## config.mk

```make
export PLATFORM = sky130hd
export DESIGN_NAME = spart_pixel_rx
export DESIGN_NICKNAME = d
export VERILOG_FILES = /design/src/rtl/spart_pixel_rx.sv
export SDC_FILE = /design/constraint.sdc
export NUM_CORES = 1
export LEC_CHECK = 0
export ABC_AREA = 0
export CAP_MARGIN = 5
export CORE_AREA = 2 2 104 106
export DETAILED_ROUTE_END_ITERATION = 6
export DIE_AREA = 0 0 106 108
export GPL_ROUTABILITY_DRIVEN = 0
export GPL_TIMING_DRIVEN = 1
export HOLD_SLACK_MARGIN = 0.1
export PLACE_DENSITY_LB_ADDON = 0.25
export SLEW_MARGIN = 20
export SYNTH_ARGS = -nofsm -noshare
export SYNTH_HDL_FRONTEND = slang
export SYNTH_SLANG_ARGS = --single-unit
```

## constraint.sdc

```tcl
create_clock -name CLK -period 5.7 [get_ports CLK]
set_input_delay 1.14 -clock CLK [delete_from_list [all_inputs] [get_ports CLK]]
set_output_delay 1.14 -clock CLK [all_outputs]
set_load 0.02 [all_outputs]
```

## src/rtl/spart_pixel_rx.sv

```systemverilog
// 8N1 serial receiver that pairs bytes (low byte first) into 12-bit pixels
// and emits pixel strobes with a running frame index.
module spart_pixel_rx #(
  parameter int BAUD_DIV     = 434,
  parameter int FRAME_PIXELS = 307200,
  parameter int IDLE_BITS    = 20
) (
  input  logic        CLK,
  input  logic        RST_N,
  input  logic        rxd,
  output logic [11:0] pix_data,
  output logic        pix_val,
  output logic [18:0] pix_idx,
  output logic        frame_done,
  output logic        framing_err,
  output logic        sync_err
);

  // state   | meaning
  // S_IDLE  | line idle, waiting for a falling edge (once the line has been seen high)
  // S_START | timing to the start-bit midpoint to reject glitches
  // S_DATA  | sampling 8 data bits, LSB first, one per bit time
  // S_STOP  | sampling stop bit; on a low stop, waits here for the line to return high
  localparam logic [1:0] S_IDLE  = 2'd0;
  localparam logic [1:0] S_START = 2'd1;
  localparam logic [1:0] S_DATA  = 2'd2;
  localparam logic [1:0] S_STOP  = 2'd3;

  localparam int BW = $clog2(BAUD_DIV);
  localparam int IW = $clog2(IDLE_BITS * BAUD_DIV + 1);
  localparam logic [BW-1:0] HALF_LOAD = BW'(BAUD_DIV / 2 - 1);
  localparam logic [BW-1:0] BIT_LOAD  = BW'(BAUD_DIV - 1);
  localparam logic [IW-1:0] IDLE_LOAD = IW'(IDLE_BITS * BAUD_DIV - 1);
  localparam logic [18:0]   LAST_IDX  = 19'(FRAME_PIXELS - 1);

  logic          rx_meta;
  logic          rxs;
  logic [1:0]    state;
  logic [BW-1:0] baud_cnt;
  logic [2:0]    bit_idx;
  logic [7:0]    shreg;
  logic          brk;
  logic          armed;
  logic          ph;
  logic [7:0]    lo;
  logic [IW-1:0] idle_cnt;

  logic baud_tc;
  logic start_det;
  logic stop_ok;
  logic stop_bad;
  logic idle_run;
  logic timeout;

  always_ff @(posedge CLK or negedge RST_N) begin
    if (!RST_N) begin
      rx_meta <= 1'b1;
      rxs     <= 1'b1;
    end else begin
      rx_meta <= rxd;
      rxs     <= rx_meta;
    end
  end

  always_comb begin
    baud_tc   = (baud_cnt == '0);
    start_det = (state == S_IDLE) && armed && !rxs;
    stop_ok   = (state == S_STOP) && !brk && baud_tc && rxs;
    stop_bad  = (state == S_STOP) && !brk && baud_tc && !rxs;
    idle_run  = (state == S_IDLE) && ph && rxs;
    // a start in the same cycle always suppresses the timeout
    timeout   = idle_run && (idle_cnt == '0) && !start_det;
  end

  always_ff @(posedge CLK or negedge RST_N) begin
    if (!RST_N) begin
      state    <= S_IDLE;
      baud_cnt <= '0;
      bit_idx  <= '0;
      shreg    <= '0;
      brk      <= 1'b0;
      armed    <= 1'b0;
    end else begin
      case (state)
        S_IDLE: begin
          if (!armed) begin
            armed <= rxs;
          end else if (!rxs) begin
            state    <= S_START;
            baud_cnt <= HALF_LOAD;
          end
        end
        S_START: begin
          if (baud_tc) begin
            if (!rxs) begin
              state    <= S_DATA;
              bit_idx  <= '0;
              baud_cnt <= BIT_LOAD;
            end else begin
              state <= S_IDLE;
            end
          end else begin
            baud_cnt <= baud_cnt - 1'b1;
          end
        end
        S_DATA: begin
          if (baud_tc) begin
            shreg[bit_idx] <= rxs;
            baud_cnt       <= BIT_LOAD;
            if (bit_idx == 3'd7) state <= S_STOP;
            else                 bit_idx <= bit_idx + 3'd1;
          end else begin
            baud_cnt <= baud_cnt - 1'b1;
          end
        end
        default: begin
          if (brk) begin
            if (rxs) begin
              brk   <= 1'b0;
              state <= S_IDLE;
            end
          end else if (baud_tc) begin
            if (rxs) state <= S_IDLE;
            else     brk   <= 1'b1;
          end else begin
            baud_cnt <= baud_cnt - 1'b1;
          end
        end
      endcase
    end
  end

  // idle timeout: down-counter held at its load value whenever it is not running
  always_ff @(posedge CLK or negedge RST_N) begin
    if (!RST_N) begin
      idle_cnt <= IDLE_LOAD;
    end else if (!idle_run || start_det) begin
      idle_cnt <= IDLE_LOAD;
    end else if (idle_cnt != '0) begin
      idle_cnt <= idle_cnt - 1'b1;
    end
  end

  always_ff @(posedge CLK or negedge RST_N) begin
    if (!RST_N) begin
      ph          <= 1'b0;
      lo          <= '0;
      pix_data    <= '0;
      pix_val     <= 1'b0;
      pix_idx     <= '0;
      frame_done  <= 1'b0;
      framing_err <= 1'b0;
      sync_err    <= 1'b0;
    end else begin
      pix_val     <= 1'b0;
      frame_done  <= 1'b0;
      framing_err <= 1'b0;
      sync_err    <= 1'b0;
      if (pix_val) begin
        pix_idx <= (pix_idx == LAST_IDX) ? '0 : pix_idx + 19'd1;
      end
      if (stop_ok) begin
        if (!ph) begin
          lo <= shreg;
          ph <= 1'b1;
        end else begin
          pix_data   <= {shreg[3:0], lo};
          pix_val    <= 1'b1;
          frame_done <= (pix_idx == LAST_IDX);
          ph         <= 1'b0;
        end
      end
      if (stop_bad) begin
        framing_err <= 1'b1;
        ph          <= 1'b0;
      end
      if (timeout) begin
        sync_err <= 1'b1;
        ph       <= 1'b0;
      end
    end
  end

endmodule
```

# Word-level counts from Yosys, hierarchy flattened
# Index checks and enable logic that the tools add are counted.
# word_totals
register_bits	84
latchBits	0
ramBits	0
mem_bits_ro	0
output_inout_bits	35
elab_cells	113
n_memories	0
# classes
add_sub_neg	4
n_mul	0
div_mod_pow	0
order_cmp	2
eq_ne	15
n_shift	0
mux	43
bitwise_logic	1
n_reduce_logical	31
# ops
operator	count
$mux W9	7
$mux W14	2
$pmux W9 S3	1
$add A19 B1 Y19 const B	1
$eq A19 B19 Y1 const B	1
$mux W19	1
$mux W2	9
$mux W1	15
$logic_not A14 Y1	1
$ne A2 B2 Y1 const B	7
$reduce_bool A14 Y1	1
$sub A14 B1 Y14 const B	1
$mux W3	4
$logic_and A1 B1 Y1	11
$reduce_and A5 Y1	2
$logic_not A9 Y1	1
$sub A9 B1 Y9 const B	1
$bwmux W8	1
$ne A4 B1 Y1 const B	2
$pmux W2 S3	1
$pmux W3 S2	1
$reduce_and A2 Y1	3
$reduce_and A6 Y1	1
$reduce_bool A3 Y1	2
other kinds (14)	19

# Logic depth before layout (Yosys ltp)
# Gate-level depths: netlist (run 1).
# logic_depth
word_depth	7
mapped_depth	8

# Least setup slack after synthesis (run 1)
# No wires, ideal clock.
# synth_timing
kind	reg2reg
startpoint	register baud_cnt[4]
endpoint	register pix_data[10]
setup_ns	0.125
t_arrival_ns	2.049
required_time_ns	5.575
setup_slack_ns	3.526
path_stages_with_launch	9
synth_period_minus_slack_ns	2.174
cell_sequence	dfrtp_1 buf_2 nor4_1 nand4b_1 nor3b_1 and3_1 buf_2 buf_4 mux2_2
# synth_via
elab_chain_len	4
# synth_rtl
element	line_no	source
start: declaration	39	logic [BW-1:0] baud_cnt;
start signal: assignment	103	baud_cnt <= baud_cnt - 1'b1;
start signal: assignment	113	baud_cnt <= baud_cnt - 1'b1;
start signal: assignment	126	baud_cnt <= baud_cnt - 1'b1;
$logic_not A9 Y1	66	baud_tc = (baud_cnt == '0);
$logic_and A1 B1 Y1 (2 in series)	68	stop_ok = (state == S_STOP) && !brk && baud_tc && rxs;
$reduce_and A2 Y1 (no line)	n/a	
end signal: assignment	167	pix_data <= {shreg[3:0], lo};
end: declaration	11	output logic [11:0] pix_data,
# No other way between the ends.
# A chain may end at the register's enable or synchronous reset.

# Worst setup path after layout (run 1)
# layout_timing
startpoint	register pix_idx[12]
endpoint	output port pix_idx[12]
# layout_rtl
element	line_no	source
start: declaration	13	output logic [18:0] pix_idx,
start signal: assignment	160	pix_idx <= (pix_idx == LAST_IDX) ? '0 : pix_idx + 19'd1;
# No word-level cell between the ends.

==> results of run 1 <==
[worst paths after layout]
path | to | slack (ps) | depth (start not counted)
max | pix_idx[12] | 3030 | 1
min | rxs | 360 | 0
max in group asynchronous | shreg[0] | 4220 | 2
min in group asynchronous | framing_err | 570 | 1
max reg2reg | pix_data[9] | 3150 | 5
min reg2reg | rxs | 360 | 0
[cell families after synthesis]
logic type	share of synthesized area, %
AOI/OAI and AO/OA	11.41
xor gates and xnor gates	3.064
adders and majority gates	3.751
buffers and inverters	2.313
DFF	52.83
muxes	8.159
and+or+nand+nor	18.47
[cells in the final DEF (no fill, tap or decap), types with 3 or more instances in the layout]
master / Yosys / layout
a21oi_1: 15 / 15
and4_1: 3 / 3
mux2_2: 29 / 29
inv_6: 0 / 5
or3_1: 7 / 7
inv_1: 11 / 11
nand3b_1: 6 / 6
clkdlybuf4s50_1: 0 / 36
a21o_1: 3 / 3
ha_1: 12 / 12
nor2_1: 32 / 32
clkbuf_8: 0 / 9
dfrtp_1: 74 / 74
nand2_1: 26 / 26
dfstp_2: 10 / 10
nor3_1: 10 / 10
xor2_1: 5 / 5
nand3_1: 11 / 11
o22a_1: 3 / 3
o21ai_0: 23 / 23
nand2b_1: 8 / 8
nor4b_1: 3 / 3
nand4_1: 5 / 5
xnor2_1: 9 / 9
and3_1: 5 / 5
o31ai_1: 6 / 6
nor4_1: 4 / 4
a22o_1: 5 / 5
and2_1: 3 / 3
or4_1: 3 / 3
[flip-flops by register name, indices dropped and copies added (netlist names)]
name,flops
pix_val,1
lo,8
brk,1
shreg,8
framing_err,1
frame_done,1
rx_meta,1
state,2
armed,1
idle_cnt,14
baud_cnt,9
ph,1
sync_err,1
pix_data,12
rxs,1
pix_idx,19
bit_idx,3
[routing by layer]
layer,wire [um],global-route usage [%],vias up,share of wire (%)
li1,-,-,1414,-
met1,3652,18.20,1480,47
met2,3766,24.75,47,49
met3,211,3.858,8,2.7
met4,96,5.545,0,1.2
met5,0,0,-,0
[power by group through the flow]
stage	registers [mW]	clock network (mW)	logic, mW
after floorplan	0.683	0	0.319
after global placement	0.697	0	0.396
after detailed placement	0.701	0	0.405
after CTS	0.690	0.477	0.407
after global routing	0.699	0.497	0.469
final	0.690	0.457	0.411
[area by class of cell]
class,count,share of cell area (%)
Clock inverter,7,1.804
Timing Repair Buffer,39,8.196
Sequential cell,84,44.83
Clock buffer,9,2.626
Inverter,11,0.8753
Tap cell,136,3.607
Multi-Input combinational cell,263,38.06
==> impl_metrics.json, run 1 <==
{
  "status": "finished, final reports clean",
  "register_area_um2": 2115,
  "ys_seq_elements": 84,
  "pre_cts_slack_ps": 3148,
  "cp_top_family": "buffers and inverters",
  "fillCellCount": 944,
  "min_path_type": "flip-flop to flip-flop",
  "layout_setup_ws_ps": 3029,
  "placed_cells": 533,
  "area_delta_synth_final_pct": 17.85,
  "slew_headroom_pct": 50.30,
  "ios": 38,
  "fin_nets": 423,
  "synthTopCellsByArea": "dfrtp_1, mux2_2, dfstp_2, ha_1, nor2_1",
  "yosysWarnings": 0,
  "holdWs_ps": 361.4,
  "cts_made_buffers": 9,
  "clk_latency_ps": 360,
  "die_w_um": 106,
  "ys_seq_area_share_pct": 52.83,
  "syn_area_um2": 4003,
  "grt_use_total_pct": 14.68,
  "power.total_mw": 1.558,
  "die_h_um": 108,
  "drive_above_1_share_pct": 15.50,
  "grt_max_degree": 81,
  "cts_hold_buf": 0,
  "path_max_fanout": 9,
  "syn_inst": 370,
  "power.switching_mw": 0.5351,
  "slowest_stage": "clkdlybuf4s50_1",
  "peakVddDrop_v": 0.0002613,
  "antenna_found_initial": 0,
  "hold_viol": 0,
  "vias": 2949,
  "path_cells": "clkdlybuf4s50_1",
  "swShare_pct": 34.35,
  "cp-start-kind": "flip-flop",
  "place_area_um2": 4504,
  "tritoncts": "built",
  "cts_resized": 0,
  "clock_skew_ps": 8.807,
  "cp.required_ps": 4560,
  "fin_util_pct": 46.10,
  "synthArstFlopShare_pct": 100.0,
  "drc": 0,
  "synth_top_area_cell": "dfrtp_1",
  "wl_um": 7727,
  "grt_pass1_vias": 2894,
  "vias_per_cell": 5.372,
  "maxCapViolCount": 0,
  "synth_edf_count": 0,
  "cts_max_path_buffers": 2,
  "yosys.area.top_type_share_pct": 46.26,
  "internal-power_mw": 1.023,
  "clk_pin_slew_ps": 90,
  "yosysMostFrequentCell": "dfrtp_1",
  "path_class": "flip-flop to output port",
  "worstPathArrival_ps": 1530,
  "power_frac_comb_pct": 26.4,
  "path_buf_inv": 1,
  "drt_iter0_drc": 111,
  "tightest_slew_ps": 745.4,
  "grt_pass1_wl_um": 13560,
  "p_leak_nw": 2.049,
  "cp-startpoint": "pix_idx[12]",
  "cts-htree-levels": 3,
  "synth.distinct_cells": 52,
  "cts-root-buf": "clkbuf_8",
  "fmax_mhz": 374.4,
  "cts_setup_buffers": 0,
  "holdCritStartpoint": "rx_meta",
  "design_area_um2": 4717,
  "setup_viol": 0,
  "start_util_pct": 39.12,
  "wl_per_cell_um": 14.07,
  "ant_nets": 0,
  "drv_slew": 0,
  "post-route-period-util_pct": 46.86,
  "rows": 37,
  "powerDensity_nw_per_um2": 330.3,
  "grt-ovfl-total": 0,
  "dieArea_um2": 11450,
  "synth_fp_nets": 385,
  "io_buffers": 37,
  "rsz0062_at_grt": "no",
  "setup_tns_ps": 0,
  "hpwl_um": 5266,
  "multi_input_area_um2": 1795,
  "avgSynthCellArea_um2": 10.82,
  "dr.pass1.iters": 4,
  "seq_power_share_pct": 44.3,
  "cts_num_sinks": 84,
  "endpoint_kind": "output port",
  "synthTopCellsByCount": "dfrtp_1, nor2_1, mux2_2, nand2_1, o21ai_0",
  "finalCriticalPeriod_ps": 2671,
  "n_antenna_cell": 0,
  "synthFlopType": "dfrtp_1",
  "critPathMaxStageDelay_ps": 660,
  "r2r_start": "baud_cnt[4]",
  "clkPwrFrac_pct": 29.3,
  "coreArea_um2": 10230,
  "final_cells": 549
}
No activity file was read; power rests on OpenSTA's default activity.
==> inputs of run 2 (changes only) <==
==> constraint.sdc (replaced) <==
create_clock -name CLK -period 2.4 [get_ports CLK]
set_input_delay 0.48 -clock CLK [delete_from_list [all_inputs] [get_ports CLK]]
set_output_delay 0.48 -clock CLK [all_outputs]
set_load 0.02 [all_outputs]
==> impl_metrics.json, run 2 (synthesis results as in run 1) <==
{
  "status": "finished, final reports clean",
  "setup_tns_ps": 0,
  "path_depth": 7,
  "path_max_fanout": 5,
  "drive_above_1_share_pct": 16.95,
  "cts-root-buf": "clkbuf_8",
  "rows": 37,
  "start_util_pct": 39.12,
  "power.switching_mw": 1.245,
  "n_antenna_cell": 0,
  "cts-htree-levels": 3,
  "swShare_pct": 34.74,
  "dr.pass1.iters": 4,
  "cp-startpoint": "idle_cnt[0]",
  "largest_register": "pix_idx",
  "endpoint_kind": "flip-flop",
  "rsz0062_at_grt": "no",
  "seq_power_share_pct": 45.9,
  "layout_commonest_cell": "dfrtp_1",
  "maxCapViolCount": 0,
  "cp-start-kind": "flip-flop",
  "holdWs_ps": 360.1,
  "coreArea_um2": 10230,
  "rr_worst_depth": 7,
  "tritoncts": "built",
  "fin_nets": 429,
  "cts_max_path_buffers": 2,
  "final_cells": 555,
  "cp_top_family": "compound AO/OA/AOI/OAI gates",
  "clock_skew_ps": 13.39,
  "r2r_start": "idle_cnt[0]",
  "min_path_type": "flip-flop to flip-flop",
  "fmax_mhz": 454.6,
  "slew_headroom_pct": 50.74,
  "die_w_um": 106,
  "antenna_found_initial": 0,
  "power_frac_comb_pct": 27.6,
  "hold_viol": 0,
  "dieArea_um2": 11450,
  "drt_iter0_drc": 90,
  "cts_setup_buffers": 0,
  "worst_path_most_repeated_cell": "inv_1",
  "path_buf_inv": 2,
  "clk_pin_slew_ps": 90,
  "die_h_um": 108,
  "design_area_um2": 4772,
  "wl_per_cell_um": 13.61,
  "largest_register_ffs": 19,
  "grt-ovfl-total": 0,
  "drv_slew": 0,
  "cts_num_sinks": 84,
  "grt_pass1_wl_um": 12960,
  "endpoint": "idle_cnt[10]",
  "clk_latency_ps": 360,
  "area_delta_synth_final_pct": 19.22,
  "ios": 38,
  "hpwl_um": 5319,
  "io_buffers": 37,
  "cts_made_buffers": 9,
  "place_area_um2": 4567,
  "tightest_slew_ps": 734.5,
  "finalCriticalPeriod_ps": 2200,
  "grt_use_total_pct": 14.14,
  "vias": 2907,
  "powerDensity_nw_per_um2": 750.8,
  "grt_pass1_vias": 2784,
  "peakVddDrop_v": 0.0006047,
  "p_leak_nw": 2.070,
  "slowest_stage": "a211oi_1",
  "clkPwrFrac_pct": 26.4,
  "rr_endpoint": "idle_cnt[10]",
  "critPathMaxStageDelay_ps": 650,
  "setup_viol": 0,
  "drc": 0,
  "placed_cells": 538,
  "final_cell_mix": "dfrtp_1, clkdlybuf4s50_1, nor2_1",
  "cp.required_ps": 2640,
  "grt_max_degree": 63,
  "post-route-period-util_pct": 91.65,
  "wl_um": 7553,
  "path_class": "flip-flop to flip-flop",
  "rrSetupSlack_ps": 200,
  "fillCellCount": 934,
  "internal-power_mw": 2.338,
  "ant_nets": 0,
  "vias_per_cell": 5.238,
  "path_cells": "inv_1 -> ha_1 -> inv_1 -> or3_1 -> a211oi_1 -> a21oi_1 -> a31o_2",
  "worstPathArrival_ps": 2440,
  "top_regs": "pix_idx x19, idle_cnt x14, pix_data x12"
}
## run 2: layout make-up
class | instances | area (um^2) | area share [%]
clock buffers | 9 | 123.9 | 2.596
clock inverters | 7 | 61.31 | 1.285
inverters | 11 | 41.29 | 0.8652
multi-input cells | 263 | 1805 | 37.83
flip-flops and latches | 84 | 2115 | 44.31
well taps | 136 | 170.2 | 3.566
repair buffers | 45 | 455.4 | 9.544
## run 2: power by group through the flow
stage          combinational [mW]  sequential, mW  clock, mW
2_1_floorplan               0.758            1.62          0
3_3_place_gp                0.953            1.66          0
3_5_place_dp                0.979            1.66          0
4_1_cts                     0.981            1.64      0.986
5_1_grt                      1.12            1.66       1.05
6_report                    0.990            1.65      0.947
## run 2: stage by stage
step / utilization, % / worst slack [ps] / power [mW]
detailed placement: 44.64 / 198.6 / 2.642
floorplan: - / 226.2 / 2.379
finish: 46.64 / 200.3 / 3.583
CTS: 46.55 / 202.0 / 3.606
global placement: 44.64 / 243.1 / 2.614
global route: 46.64 / 65.07 / 3.840
## run 2: what timing repair did
item / CTS / global route
setup endpoints to repair: 0 / 14
hold buffers: 1 / 0
resized for setup: 0 / 2
hold endpoints to repair: 22 / 0
## run 2: worst reg2reg max path, cell delays in order, from the launching register on
cell and delay, ps:
dfstp_2 380, inv_1 100, ha_1 160, inv_1 60
or3_1 370, a211oi_1 650, a21oi_1 150, a31o_2 230
## run 2: how the worst min path moves through the flow
stage / from / to / slack, ps / cells past startpoint
2_1_floorplan: RST_N / armed / 180 / 0
3_3_place_gp: rx_meta / rxs / 350 / 0
3_5_place_dp: rx_meta / rxs / 350 / 0
4_1_cts: rx_meta / rxs / 360 / 0
5_1_grt: rx_meta / rxs / 370 / 0
6_report: rx_meta / rxs / 360 / 0
## run 2: routing by layer
metal | track usage (%) | up-vias | share of wire [%]
met4 | 5.921 | 0 | 1.0
met3 | 2.712 | 5 | 2.1
met2 | 24.10 | 43 | 51
met1 | 17.74 | 1436 | 46
met5 | 0 | - | 0
li1 | - | 1423 | -
==> inputs of run 3 (changes only) <==
--- a/config.mk
+++ b/config.mk
@@ -7,9 +7,9 @@
 export LEC_CHECK = 0
 export ABC_AREA = 0
 export CAP_MARGIN = 5
-export CORE_AREA = 2 2 104 106
+export CORE_AREA = 2 2 145 76
 export DETAILED_ROUTE_END_ITERATION = 6
-export DIE_AREA = 0 0 106 108
+export DIE_AREA = 0 0 147 78
 export GPL_ROUTABILITY_DRIVEN = 0
 export GPL_TIMING_DRIVEN = 1
 export HOLD_SLACK_MARGIN = 0.1
==> impl_metrics.json, run 3 (synthesis results as in run 1) <==
{
  "status": "finished, final reports clean",
  "rsz0062_at_grt": "no",
  "endpoint": "idle_cnt[10]",
  "holdWs_ps": 90.45,
  "wl_per_cell_um": 13.67,
  "vias_per_cell": 5.125,
  "grt_max_degree": 52,
  "r2r_start": "idle_cnt[0]",
  "clock_skew_ps": 11.09,
  "cts_resized": 0,
  "setup_viol": 0,
  "seq_power_share_pct": 41.9,
  "start_util_pct": 39.69,
  "cp-start-kind": "flip-flop",
  "peakVddDrop_v": 0.0004195,
  "powerDensity_nw_per_um2": 807.9,
  "coreArea_um2": 10080,
  "clkPwrFrac_pct": 32.6,
  "n_antenna_cell": 0,
  "path_max_fanout": 5,
  "internal-power_mw": 2.690,
  "ant_nets": 0,
  "layout_commonest_cell": "dfrtp_1",
  "power.total_mw": 3.922,
  "grt-ovfl-total": 0,
  "wl_um": 7629,
  "dr.pass1.iters": 4,
  "die_w_um": 147,
  "tightest_slew_ps": 803.6,
  "post-route-period-util_pct": 93.07,
  "cts_setup_buffers": 0,
  "pre_cts_slack_ps": 152.8,
  "drt_iter0_drc": 176,
  "worstPathArrival_ps": 2460,
  "cp-startpoint": "idle_cnt[0]",
  "clk_pin_slew_ps": 60,
  "drive_above_1_share_pct": 16.75,
  "rows": 26,
  "fmax_mhz": 447.7,
  "min_path_type": "input port to async pin",
  "tritoncts": "built",
  "cts-root-buf": "clkbuf_16",
  "area_delta_synth_final_pct": 21.29,
  "cp.required_ps": 2620,
  "die_h_um": 78,
  "largest_register_ffs": 19,
  "power_frac_comb_pct": 25.5,
  "rr_worst_depth": 7,
  "swShare_pct": 31.40,
  "maxCapViolCount": 0,
  "drv_slew": 0,
  "cts_num_sinks": 84,
  "path_class": "flip-flop to flip-flop",
  "grt_pass1_wl_um": 13230,
  "fin_nets": 428,
  "drc": 0,
  "rr_endpoint": "idle_cnt[10]",
  "hold_viol": 0,
  "largest_register": "pix_idx",
  "finalCriticalPeriod_ps": 2234,
  "layout_setup_ws_ps": 166.3,
  "grt_pass1_vias": 2778,
  "cts-htree-levels": 3,
  "cts_max_path_buffers": 2,
  "io_buffers": 37,
  "dieArea_um2": 11470,
  "vias": 2860,
  "ios": 38,
  "endpoint_kind": "flip-flop",
  "final_cell_mix": "dfrtp_1, clkdlybuf4s50_1, nor2_1",
  "antenna_found_initial": 0,
  "top_regs": "pix_idx x19, idle_cnt x14, pix_data x12",
  "power.switching_mw": 1.232,
  "rrSetupSlack_ps": 170,
  "clk_latency_ps": 340,
  "hpwl_um": 5307,
  "setup_tns_ps": 0,
  "cts_made_buffers": 9,
  "slew_headroom_pct": 46.11,
  "cts_hold_buf": 0,
  "p_leak_nw": 2.114,
  "grt_use_total_pct": 14.42
}
==> run 3: changes by cell type in the layout (fill, tap and decap cells not counted) <==
cell,delta
clkinv_2,+3
clkinvlp_4,-1
clkinv_4,-2
clkbuf_16,+9
a21oi_2,-1
a21oi_1,+1
inv_6,+1
clkbuf_8,-8
dlygate4sd3_1,-1
inv_8,-2
==> run 3: cell type report <==
cell class                      count  area (um^2)
Clock buffer                       10        239.0
Clock inverter                      6        37.54
Fill cell                         917         5230
Inverter                           11        41.29
Multi-Input combinational cell    263         1802
Sequential cell                    84         2115
Tap cell                          140        175.2
Timing Repair Buffer               44        445.4
==> run 3: worst min path at each step <==
stage	from	end	slack [ps]	depth (start not counted)
3_5_place_dp	rx_meta	rxs	350	0
4_1_cts	RST_N	baud_cnt[2]	100	1
5_1_grt	RST_N	baud_cnt[1]	120	1
2_1_floorplan	RST_N	armed	180	0
6_report	RST_N	baud_cnt[2]	90	1
3_3_place_gp	rx_meta	rxs	350	0
==> run 3: worst max-delay path: stages (launching register included) <==
cell and delay (ps):
dfstp_2 370, inv_1 100, ha_1 150, inv_1 50
or3_1 360, a211oi_1 700, a21oi_1 170, a31o_2 240
==> run 3: metrics by stage <==
| stage | util, % | area (um^2) | cells |
|---|---|---|---|
| 5_1_grt | 48.14 | 4855 | 558 |
| 3_3_place_gp | 45.34 | 4572 | 542 |
| 3_5_place_dp | 45.34 | 4572 | 542 |
| 2_1_floorplan | - | 4003 | 370 |
| 4_1_cts | 48.08 | 4848 | 558 |
| 6_report | 48.14 | 4855 | 558 |
==> run 3: power groups by stage <==
stage	clock network (mW)	logic, mW	registers [mW]
finish	1.28	1.00	1.64
global route	1.39	1.15	1.66
CTS	1.32	1.01	1.64
detailed placement	0	1.01	1.66
global placement	0	0.991	1.66
floorplan	0	0.758	1.62
==> run 3: routing by layer <==
layer | up-vias | global-route usage (%) | part of all wire (%)
li1 | 1424 | - | -
met1 | 1400 | 18.97 | 49
met2 | 34 | 22.86 | 46
met3 | 2 | 4.882 | 3.7
met4 | 0 | 4.038 | 0.35
met5 | - | 0 | 0
==> patch 1: new RTL, settings of run 1 <==
Make the reset (`RST_N`) synchronous in 4 clocked blocks.
--- a/src/rtl/spart_pixel_rx.sv
+++ b/src/rtl/spart_pixel_rx.sv
@@ -54,3 +54,3 @@
 
-  always_ff @(posedge CLK or negedge RST_N) begin
+  always_ff @(posedge CLK) begin
     if (!RST_N) begin
@@ -74,3 +74,3 @@
 
-  always_ff @(posedge CLK or negedge RST_N) begin
+  always_ff @(posedge CLK) begin
     if (!RST_N) begin
@@ -133,3 +133,3 @@
   // idle timeout: down-counter held at its load value whenever it is not running
-  always_ff @(posedge CLK or negedge RST_N) begin
+  always_ff @(posedge CLK) begin
     if (!RST_N) begin
@@ -143,3 +143,3 @@
 
-  always_ff @(posedge CLK or negedge RST_N) begin
+  always_ff @(posedge CLK) begin
     if (!RST_N) begin
Function: no difference found for any inputs over 10 cycles, from zero or initial values and one cycle with RST_N low; that may be too few to reach the edited logic, so the function may still have changed.
==> patch 1 against run 1 <==
  * Sequential cell count unchanged
  * Clock skew increased by 0.0016 ns
  * Synthesized area decreased by 2.9%
  * Wire length increased by 7.4%
  * Via count increased by 11%
  * Global-route usage increased by 0.34 points
  * Count of clock-buffer cells in the layout unchanged
  * Power decreased by 6.4%
  * Worst setup slack got worse by 0.43 ns
  * Clock power increased by 11%
  * Utilization decreased by 1.3 points
  * Combinational power decreased by 24%
  * Final area decreased by 2.7%
  * Largest power group unchanged
==> patch 1: results (changes against run 1) <==
- DRT iter0 DRCs: 185 (+67%)
- First-pass GRT wire length: 14.0 mm (+3.5%)
- Mux contribution to synthesized area: 0.0463 (-0.0352)
- Share of flip-flops with an asynchronous set or reset: 0 (-1.00)
- Critical path peak fanout: 26 (+17)
- Nets: 504 (+19%)
- Hpwl dp: 5.75 mm (+9.1%)
- CP max stage cell: clkdlybuf4s50_1
- Xor-xnor portion of the synthesized cell area: 0.0473 (+0.0167)
- Crit Reg-Reg Endpoint: lo[2]$_SDFFE_PN0P_
- Grt met2 use: 0.259 (+0.0120)
- Compound-Gate Fraction of Synth Area: 0.132 (+0.0179)
- Worst skew pair latency: 0.36 ns (about the same)
- Status: finished clean
- Clock Skew: 0.0104 ns (+0.00161 ns)
- Leakage power: 1.71 nW (-16%)
- R2R setup slack: 3.29 ns (+0.14 ns)
- Global-route usage over all layers: 0.150 (+0.00339)
- WL final: 8.30 mm (+7.4%)
- Synth Area in Adders: 0.0386 (+0.00111)
- Synth area leaders: dfxtp_1, nor2_1, nand2_1, mux2i_1, a21oi_1
- Critical path arrival: 3.39 ns (+1.86 ns)
- Post-synthesis net count: 475 (+23%)
- Layout cells sized above 1: 0.0548 (-0.100)
- Vias in the first global route: 3105 (+7.3%)
- Reg2reg path depth: 7 (+2)
- GR Util met3: 0.0422 (+0.00362)
- RR Startpoint: baud_cnt[0]$_SDFFE_PN0P_
- Largest net degree at the start of global routing: 27 (-67%)
- Max incr delay on CP: 1.10 ns (+0.44 ns)
- Sequential-to-total area share from yosys stat: 0.433 (-0.0957)
- Slew @ Worst Pin: 0.960 ns (+0.215 ns)
- Crit path capture: baud_cnt[2]$_SDFFE_PN0P_
- Routed vias: 3268 (+11%)
- Fillers: 993 (+5.2%)
- Peak supply drop: 147 uV (-44%)
- Yosys cell types: 58 (+12%)
==> patch 1: cell types whose count changed in the layout (fill, tap and decap cells not counted), moves of 6 or more <==
cell,delta
xor2_1,+6
dfxtp_1,+84
a21oi_1,+20
o21ai_0,-9
dfrtp_1,-74
nor2_1,+32
and3_1,+6
dfstp_2,-10
nand2_1,+35
mux2_2,-29
mux2i_1,+18
==> patch 1: report_power, final <==
part / total (W) / switching [W] / internal (W)
Clock: 0.000509 / 0.000219 / 0.000290
Sequential: 0.000638 / 0.0000296 / 0.000608
Combinational: 0.000311 / 0.000206 / 0.000105
==> patch 1: how the worst min path moves through the flow <==
stage / from / to / slack [ns] / cells after the start
2_1_floorplan: rx_meta$_SDFF_PN1_ / rxs$_SDFF_PN1_ / 0.39 / 1
3_3_place_gp: rx_meta$_SDFF_PN1_ / rxs$_SDFF_PN1_ / 0.39 / 1
3_5_place_dp: rx_meta$_SDFF_PN1_ / rxs$_SDFF_PN1_ / 0.40 / 1
4_1_cts: rx_meta$_SDFF_PN1_ / rxs$_SDFF_PN1_ / 0.42 / 1
5_1_grt: rx_meta$_SDFF_PN1_ / rxs$_SDFF_PN1_ / 0.44 / 1
6_report: rx_meta$_SDFF_PN1_ / rxs$_SDFF_PN1_ / 0.42 / 1
==> patch 1: cell families (layout without fill, tap and decap cells) <==
group	after synthesis	in the layout
buffers and inverters	33	66
xor gates and xnor gates	21	21
DFF	84	84
muxes	18	18
and+or+nand+nor	210	210
AOI/OAI and AO/OA	82	82
adders and majority gates	12	12
==> patch 1: critical path, delay by kind of cell <==
kind | cells | cell delay, ns
buffers and inverters | 2 | 1.68
AND/OR/NAND/NOR | 1 | 0.44
AO/OA/AOI/OAI | 1 | 0.13
==> patch 1: metrics by stage <==
stage,cells,hold slack [ns],instance area (um2),worst slack (ns)
final,629,0.418,4590,2.59
after global routing,629,0.443,4590,2.39
after CTS,629,0.424,4590,2.58
after detailed placement,614,0.401,4350,2.19
after global placement,614,0.391,4350,2.23
after floorplan,460,0.386,3890,3.55
==> patch 1: layer usage <==
layer  wire length, um  share of wire
met5                 0              0
met4                91          0.011
met3               307          0.037
met2              4030           0.49
met1              3870           0.47
==> patch 1: cell type report <==
| class | count | area (um2) | area share |
|---|---|---|---|
| multi-input combinational | 343 | 2070 | 0.452 |
| sequential | 84 | 1680 | 0.367 |
| timing repair buffer | 38 | 378 | 0.0824 |
| tap | 136 | 170 | 0.0371 |
| clock buffer | 9 | 124 | 0.0270 |
| clock inverter | 6 | 113 | 0.0245 |
| inverter | 13 | 48.8 | 0.0106 |
==> patch 2: new RTL, config.mk and constraints of run 1 <==
Without the edit above. `IDLE_BITS`: 20 -> 16.
--- a/src/rtl/spart_pixel_rx.sv
+++ b/src/rtl/spart_pixel_rx.sv
@@ -5,3 +5,3 @@
   parameter int FRAME_PIXELS = 307200,
-  parameter int IDLE_BITS    = 20
+  parameter int IDLE_BITS    = 16
 ) (
Function: same outputs for any inputs over 10 cycles, from zero or initial values and one cycle with RST_N low; that may be too few to reach the edited logic, so the function may still have changed.
==> patch 2 against run 1 <==
  * Worst setup slack better by 0.018 ns
  * Synthesized cell count shrank 1.4%
  * Critical path depth stayed put
  * Sequential cell count decreased by 1
  * Synthesized area up 1.2%
  * Die area unchanged
  * Final area increased by 0.11%
  * Hold slack gained 0.0057 ns
  * Non-clock buffer count is 2 lower
  * Wire length down 1.7%
  * First-iteration DRC count grew 1.8%
  * Power fell by 5.2%
  * Fmax grew 0.67%
  * Critical path type unchanged
  * Highest routed layer unchanged
==> patch 2: results (changes against run 1) <==
- Clock share of power: 0.277 (-0.016)
- Drt wl/cell: 14.0 um (-0.66%)
- Slack of the critical path: 3.05 ns (+0.0176 ns)
- Reg2reg path depth: 6 (+1)
- Layout cells sized above 1: 0.174 (+0.0195)
- Peak supply drop: 276 uV (+5.7%)
- Yosys cell types: 63 (+21%)
- Placed Cells: 527 (-1.1%)
- Nets: 417 (-1.4%)
- Drt pass-1 iters: 4 (unchanged)
- Clock buffer cells: 11 (+2)
- Hpwl dp: 5.20 mm (-1.3%)
- DRT iter0 DRCs: 113 (+1.8%)
- Clock Skew: 0.0183 ns (+0.00948 ns)
- Global-route usage over all layers: 0.144 (-0.00291)
- Switch Pwr: 0.000502 W (-6.2%)
- Commonest cells post-synth: dfrtp_1, nor2_1, mux2_2, nand2_1, a21oi_1
- Synth Area in Adders: 0.0371 (-0.000440)
- Compound-Gate Fraction of Synth Area: 0.104 (-0.00999)
- Xor-xnor portion of the synthesized cell area: 0.0432 (+0.0126)
- Largest net degree at the start of global routing: 84 (+3.7%)
- Crit Reg-Reg Endpoint: baud_cnt[2]$_DFFE_PN0P_
- Gate Count Post-Synth: 365 (-1.4%)
- Fillers: 943 (-0.11%)
- Area after DPL: 0.00452 mm2 (+0.42%)
- Status: finished clean
- Critical path arrival: 1.51 ns (-0.02 ns)
- Layout clock area frac: 0.0413 (-0.00296)
- Multi-In Gates: 257 (-2.3%)
- RR Startpoint: state[1]$_DFFE_PN0P_
- Post-synthesis net count: 380 (-1.3%)
- Non-clk invs: 14 (+3)
- Power per cell area: 313 mW/mm2 (-5.3%)
- WL final: 7.59 mm (-1.7%)
- Hold Worst Slack: 0.367 ns (+0.00575 ns)
- Combinational power share: 0.251 (-0.013)
- Multi-input gate area: 0.00184 mm2 (+2.6%)
- Data buffer area share: 0.0787 (-0.00327)
- Clk sinks: 83 (-1.2%)
- Syn-to-layout area delta: 16.6%
- Sequential-to-total area share from yosys stat: 0.516 (-0.0121)
- Register share of the cell area: 0.443 (-0.00551)
- Non-clk bufs: 37 (-5.1%)
- Mux contribution to synthesized area: 0.0874 (+0.00584)
- Regs by FF count: pix_idx: 19 flops, idle_cnt: 13 flops, pix_data: 12 flops
-- patch 2: cell types whose count changed in the layout (fill, tap and decap cells not counted), moves of 3 or more --
cell      before  now
inv_6          5    1
o21ai_0       23   10
inv_1         11   14
or3_1          7    1
xor2_1         5    9
nor2_1        32   35
nand3b_1       6    3
-- patch 2: cells by family (layout without fill, tap and decap cells) --
| family | Yosys count | after routing |
|---|---|---|
| AND/OR/NAND/NOR | 132 | 132 |
| flip-flops | 83 | 83 |
| AO/OA/AOI/OAI | 62 | 62 |
| multiplexers | 31 | 31 |
| buffers and inverters | 25 | 67 |
| XOR/XNOR | 20 | 20 |
| adder cells (fa/ha/maj) | 12 | 12 |
-- patch 2: layer usage --
| metal | vias up | routed length (um) | GRT usage |
|---|---|---|---|
| met5 | - | 0 | 0 |
| met4 | 0 | 92 | 0.0432 |
| met3 | 9 | 297 | 0.0458 |
| met2 | 56 | 3540 | 0.236 |
| met1 | 1409 | 3670 | 0.183 |
| li1 | 1387 | - | - |
